--- config.mk ---
export PLATFORM = sky130hd
export DESIGN_NAME = id_ex_skid_reg
export DESIGN_NICKNAME = d
export VERILOG_FILES = /design/src/rtl/id_ex_skid_reg_pkg.sv /design/src/rtl/id_ex_skid_reg_pipe_payload_reg.sv /design/src/rtl/id_ex_skid_reg.sv
export SDC_FILE = /design/constraint.sdc
export NUM_CORES = 1
export LEC_CHECK = 0
export ABC_AREA = 1
export BUFFER_PORTS_ARGS = -buffer_cell sky130_fd_sc_hd__buf_2
export CAP_MARGIN = 40
export CORE_ASPECT_RATIO = 0.6
export CORE_MARGIN = 2
export CORE_UTILIZATION = 55
export DETAILED_ROUTE_END_ITERATION = 10
export PLACE_DENSITY_LB_ADDON = 0.12
export SETUP_SLACK_MARGIN = 0.4
export SLEW_MARGIN = 20
export SYNTH_ARGS = -nofsm -noshare
export SYNTH_HDL_FRONTEND = slang
export SYNTH_SLANG_ARGS = --single-unit
--- constraint.sdc ---
create_clock -name Clk -period 7.9 [get_ports Clk]
set_input_delay 1.975 -clock Clk [delete_from_list [all_inputs] [get_ports Clk]]
set_output_delay 1.975 -clock Clk [all_outputs]
set_load 0.02 [all_outputs]
--- src/rtl/id_ex_skid_reg_pkg.sv ---
// Shared definitions for the decode-to-execute skid buffer feeding Mux_E.
// State encoding is {skid_valid, main_valid}; payload bundle is {S_E, E1, E0}.
package id_ex_skid_reg_pkg;

  localparam int WIDTH_DEF = 32;
  localparam int CNT_W_DEF = 8;

  localparam logic [1:0] ST_EMPTY = 2'b00;
  localparam logic [1:0] ST_ONE   = 2'b01;
  localparam logic [1:0] ST_FULL  = 2'b11;

  localparam int PAYLOAD_W = 2 * WIDTH_DEF + 1;

  function automatic int payload_w(input int w);
    return 2 * w + 1;
  endfunction

endpackage

--- src/rtl/id_ex_skid_reg_pipe_payload_reg.sv ---
// Load-enabled payload register with asynchronous active-high clear.
module pipe_payload_reg #(
  parameter int W = 65
) (
  input  logic         clk,
  input  logic         rst,
  input  logic         ld,
  input  logic [W-1:0] d,
  output logic [W-1:0] q
);

  always_ff @(posedge clk or posedge rst) begin
    if (rst) begin
      q <= '0;
    end else if (ld) begin
      q <= d;
    end
  end

endmodule

--- src/rtl/id_ex_skid_reg.sv ---
// Two-entry valid/ready skid buffer between decode and the execute operand mux,
// with a saturating counter of execute back-pressure cycles.
module id_ex_skid_reg
  import id_ex_skid_reg_pkg::*;
#(
  parameter int WIDTH = WIDTH_DEF,
  parameter int CNT_W = CNT_W_DEF
) (
  input  logic             Clk,
  input  logic             Reset,
  input  logic             In_Valid,
  output logic             In_Ready,
  input  logic [WIDTH-1:0] In_E0,
  input  logic [WIDTH-1:0] In_E1,
  input  logic             In_S_E,
  input  logic             Flush,
  output logic             Out_Valid,
  input  logic             Out_Ready,
  output logic [WIDTH-1:0] Out_E0,
  output logic [WIDTH-1:0] Out_E1,
  output logic             Out_S_E,
  output logic [CNT_W-1:0] Stall_Cnt
);

  localparam int PW = payload_w(WIDTH);

  logic [1:0]       state_p1;
  logic [1:0]       state_nxt;
  logic             in_ready_p1;
  logic [CNT_W-1:0] stall_cnt_p1;
  logic [PW-1:0]    in_pay_p0;
  logic [PW-1:0]    main_d;
  logic [PW-1:0]    main_pay_p1;
  logic [PW-1:0]    skid_pay_p1;
  logic             accept;
  logic             consume;
  logic             main_ld;
  logic             skid_ld;

  function automatic logic [CNT_W-1:0] sat_inc(input logic [CNT_W-1:0] v);
    return (&v) ? v : v + {{(CNT_W-1){1'b0}}, 1'b1};
  endfunction

  assign in_pay_p0 = {In_S_E, In_E1, In_E0};

  // p0 -> p1: next-state and capture selection
  always_comb begin
    accept    = In_Valid & in_ready_p1;
    consume   = state_p1[0] & Out_Ready;
    state_nxt = state_p1;
    main_ld   = 1'b0;
    skid_ld   = 1'b0;
    main_d    = in_pay_p0;
    if (Flush) begin
      state_nxt = ST_EMPTY;
    end else begin
      case (state_p1)
        ST_EMPTY: begin
          if (accept) begin
            main_ld   = 1'b1;
            state_nxt = ST_ONE;
          end
        end
        ST_ONE: begin
          if (accept && consume) begin
            main_ld = 1'b1;
          end else if (consume) begin
            state_nxt = ST_EMPTY;
          end else if (accept) begin
            skid_ld   = 1'b1;
            state_nxt = ST_FULL;
          end
        end
        ST_FULL: begin
          if (consume) begin
            main_ld   = 1'b1;
            main_d    = skid_pay_p1;
            state_nxt = ST_ONE;
          end
        end
        default: state_nxt = ST_EMPTY;
      endcase
    end
  end

  // In_Ready is registered from the next skid state so Out_Ready never reaches it combinationally
  always_ff @(posedge Clk or posedge Reset) begin
    if (Reset) begin
      state_p1     <= ST_EMPTY;
      in_ready_p1  <= 1'b1;
      stall_cnt_p1 <= '0;
    end else begin
      state_p1    <= state_nxt;
      in_ready_p1 <= ~state_nxt[1];
      if (state_p1[0] && !Out_Ready) begin
        stall_cnt_p1 <= sat_inc(stall_cnt_p1);
      end
    end
  end

  pipe_payload_reg #(.W(PW)) u_main (
    .clk (Clk),
    .rst (Reset),
    .ld  (main_ld),
    .d   (main_d),
    .q   (main_pay_p1)
  );

  pipe_payload_reg #(.W(PW)) u_skid (
    .clk (Clk),
    .rst (Reset),
    .ld  (skid_ld),
    .d   (in_pay_p0),
    .q   (skid_pay_p1)
  );

  assign In_Ready                  = in_ready_p1;
  assign Out_Valid                 = state_p1[0];
  assign {Out_S_E, Out_E1, Out_E0} = main_pay_p1;
  assign Stall_Cnt                 = stall_cnt_p1;

endmodule

==> impl_metrics.ini <==
[route]
routed.top_layer = met4
drc = 0
wl_met2_microns = 7110
vias = 5914
ant_nets = 0
wl_per_cell_microns = 14.3
drtIter0Drc = 582
wl_microns = 16500
routed_via_density = 5.14
drt-pass1-iter-count = 5
wl_met3_microns = 1060
wl_met1_microns = 8220

[sta]
period_minus_slack_ns = 3.84
finalWorstSetupSlack_ns = 4.06
slew_headroom_pct = 43.2
rsz0062_at_grt = no
tightest_slew_ns = 0.851
skew_ns = 0.00778
tns_ns = 0
fmax_mhz = 261
setup_viol = 0
post-route-period-util_pct = 48.6
hold_violations = 0
drv_slew = 0

[die]
dieArea_sq_um = 12900
core-area_sq_um = 11500
die_w_microns = 146
die_h_microns = 88.9
initial_utilization_pct = 57.5
rows = 30
pin_count = 145

[clock_tree]
clock_path_buffers = 2
htreeDepth = 4
postCtsSetupBuffers = 0
path_clk_slew_ns = 0.06
cts_root_buf = clkbuf_16
clk_latency_ns = 0.42
postCtsHoldBufs = 0
cts_tree = done
cts_made_buffers = 17
clock-sinks = 141
cts-resized-gates = 0

[placed_design]
numPortBuffers = 144
gp_congestion = 0.785
dpl_cell_area_sq_um = 7280
place_ws_ns = 3.65
dpl.hpwl_microns = 9810

[setup_path]
r2r_slack_ns = 5.27
worstPathArrival_ns = 4.14
worst-path-max-fanout = 66
r2r_end = u_main.q[60]
startpoint_type = input port
crit_required_ns = 8.20
critPathCaptureType = register
setup.worst_path.class = input port to register
r2r_start = state_p1[1]
r2r.worst_path.cells = 9

[synth]
yosys_warnings = 0
ys_types = 22
ys_seq_area_share_pct = 53.4
syn_nets = 931
synth_area_sq_um = 6610
ys_ff_latch = 141
avgSynthCellArea_sq_um = 7.68
syn_inst = 860

[grt]
grt.overflow.total = 0
grt_pass1_wl_microns = 27400
grt_pass1_vias = 5403
grt_max_degree = 73
grt_antenna_before_repair = 1
track_usage_pct = 26.8

[power_and_ir_drop]
pwr-share-seq_pct = 42.8
p_total_mw = 2.24
p_comb_share_pct = 17.9
p_per_area_nw_per_um2 = 282
intPower_mw = 1.58
p_clk_share_pct = 39.3
ir_worst_vdd_v = 0.000197
p_leak_nw = 4.57
p_sw_mw = 0.656
netSwitchingFraction_pct = 29.3

[finish]
n_fill_cell = 972
fin_area_sq_um = 7930
nets = 1048
fin_util_pct = 69.1
syn_to_final_growth_pct = 20.0
drive_above_1_share_pct = 20.0

[min_path]
hold_path_end = u_main.q[26]
min_path_type = register to register
hold_depth = 2
worstHoldStart = u_main.q[26]

[status]
outcome = completed

[job]
drv_cap = 0
[synth_stat cells, drive strengths merged]
| cell | number | area (sq um) |
|---|---|---|
| a21boi | 1 | 7.51 |
| inv | 13 | 48.8 |
| o21ai | 1 | 5.00 |
| nand4 | 1 | 6.26 |
| nand3 | 136 | 681 |
| xnor2 | 2 | 17.5 |
| a21oi | 2 | 13.8 |
| dfrtp | 140 | 3500 |
| nor2 | 9 | 38.8 |
| dfstp | 1 | 26.3 |
| nand2 | 495 | 1860 |
| xor2 | 1 | 8.76 |
| nor3 | 1 | 10.0 |
| ha | 1 | 12.5 |
| clkbuf | 7 | 26.3 |
| buf | 49 | 343 |
[state kept, by name, indices dropped and copies added, names as in the netlist]
| register | cells |
|---|---|
| Stall_Cnt | 8 |
| u_main.q | 65 |
| In_Ready | 1 |
| u_skid.q | 65 |
| state_p1 | 2 |
[routing by layer]
layer	GRT usage, %	vias up
li1	-	2921
met1	40.6	2798
met2	40.3	186
met3	6.12	9
met4	5.44	0
met5	0	-
[power groups by stage]
| stage | logic [mW] | registers, mW | clock network (mW) |
|---|---|---|---|
| 2_1_floorplan | 0.187 | 1.03 | 0 |
| 6_report | 0.399 | 0.958 | 0.880 |
| 3_3_place_gp | 0.393 | 0.962 | 0 |
| 3_5_place_dp | 0.402 | 0.963 | 0 |
| 5_1_grt | 0.450 | 0.975 | 0.925 |
| 4_1_cts | 0.404 | 0.955 | 0.885 |
[cell usage in the layout (no fill, tap or decap), drive strengths merged]
| cell | netlist | layout |
|---|---|---|
| ha | 1 | 1 |
| xor2 | 1 | 1 |
| clkinvlp | 0 | 2 |
| clkbuf | 7 | 21 |
| bufinv | 0 | 5 |
| xnor2 | 2 | 2 |
| a21oi | 2 | 2 |
| diode | 0 | 1 |
| nand3 | 136 | 136 |
| inv | 13 | 13 |
| o21ai | 1 | 1 |
| a21boi | 1 | 1 |
| dfstp | 1 | 1 |
| buf | 49 | 154 |
| nor2 | 9 | 9 |
| nand4 | 1 | 1 |
| nor3 | 1 | 1 |
| nand2 | 495 | 495 |
| dfrtp | 140 | 140 |
| clkinv | 0 | 4 |
[critical path: stages]
cell     delay [ns]
buf_2          0.13
nand2_1        0.07
inv_2          0.05
buf_4          0.57
nand2_2        0.58
buf_4          0.45
nand2_1        0.11
nand2_1        0.06
nand2_1        0.08
nand2_1        0.07
[logic make-up after synthesis]
kind of cell,share of synthesized area (%)
adders and majority gates,0.189
buffers and inverters,6.32
DFF,53.4
and+or+nand+nor,39.3
xor gates and xnor gates,0.398
AOI/OAI and AO/OA,0.397
[metrics by stage]
step | hold WS [ns] | std cells
after floorplan | 0.443 | 860
after global placement | 0.455 | 1117
after detailed placement | 0.459 | 1118
after CTS | 0.474 | 1150
after global routing | 0.490 | 1150
final | 0.472 | 1151
[layout make-up]
cell class,instances,area (sq um),share of cell area [%]
flip-flops and latches,141,3530,44.5
repair buffers,154,808,10.2
multi-input cells,650,2690,33.9
diodes,1,2.50,0.0315
inverters,13,53.8,0.678
clock inverters,11,189,2.38
well taps,160,200,2.52
clock buffers,21,460,5.80
[how the worst max path moves through the flow]
stage	start	end	slack (ns)	cells after the start
6_report	Out_Ready	u_main.q[60]	4.06	10
3_3_place_gp	Out_Ready	u_main.q[49]	3.65	10
4_1_cts	Out_Ready	u_main.q[60]	4.06	10
5_1_grt	Out_Ready	u_main.q[60]	3.85	10
2_1_floorplan	Reset	Stall_Cnt[0]	2.15	1
3_5_place_dp	Out_Ready	u_main.q[60]	3.65	10
(Power assumes the default switching activity.)
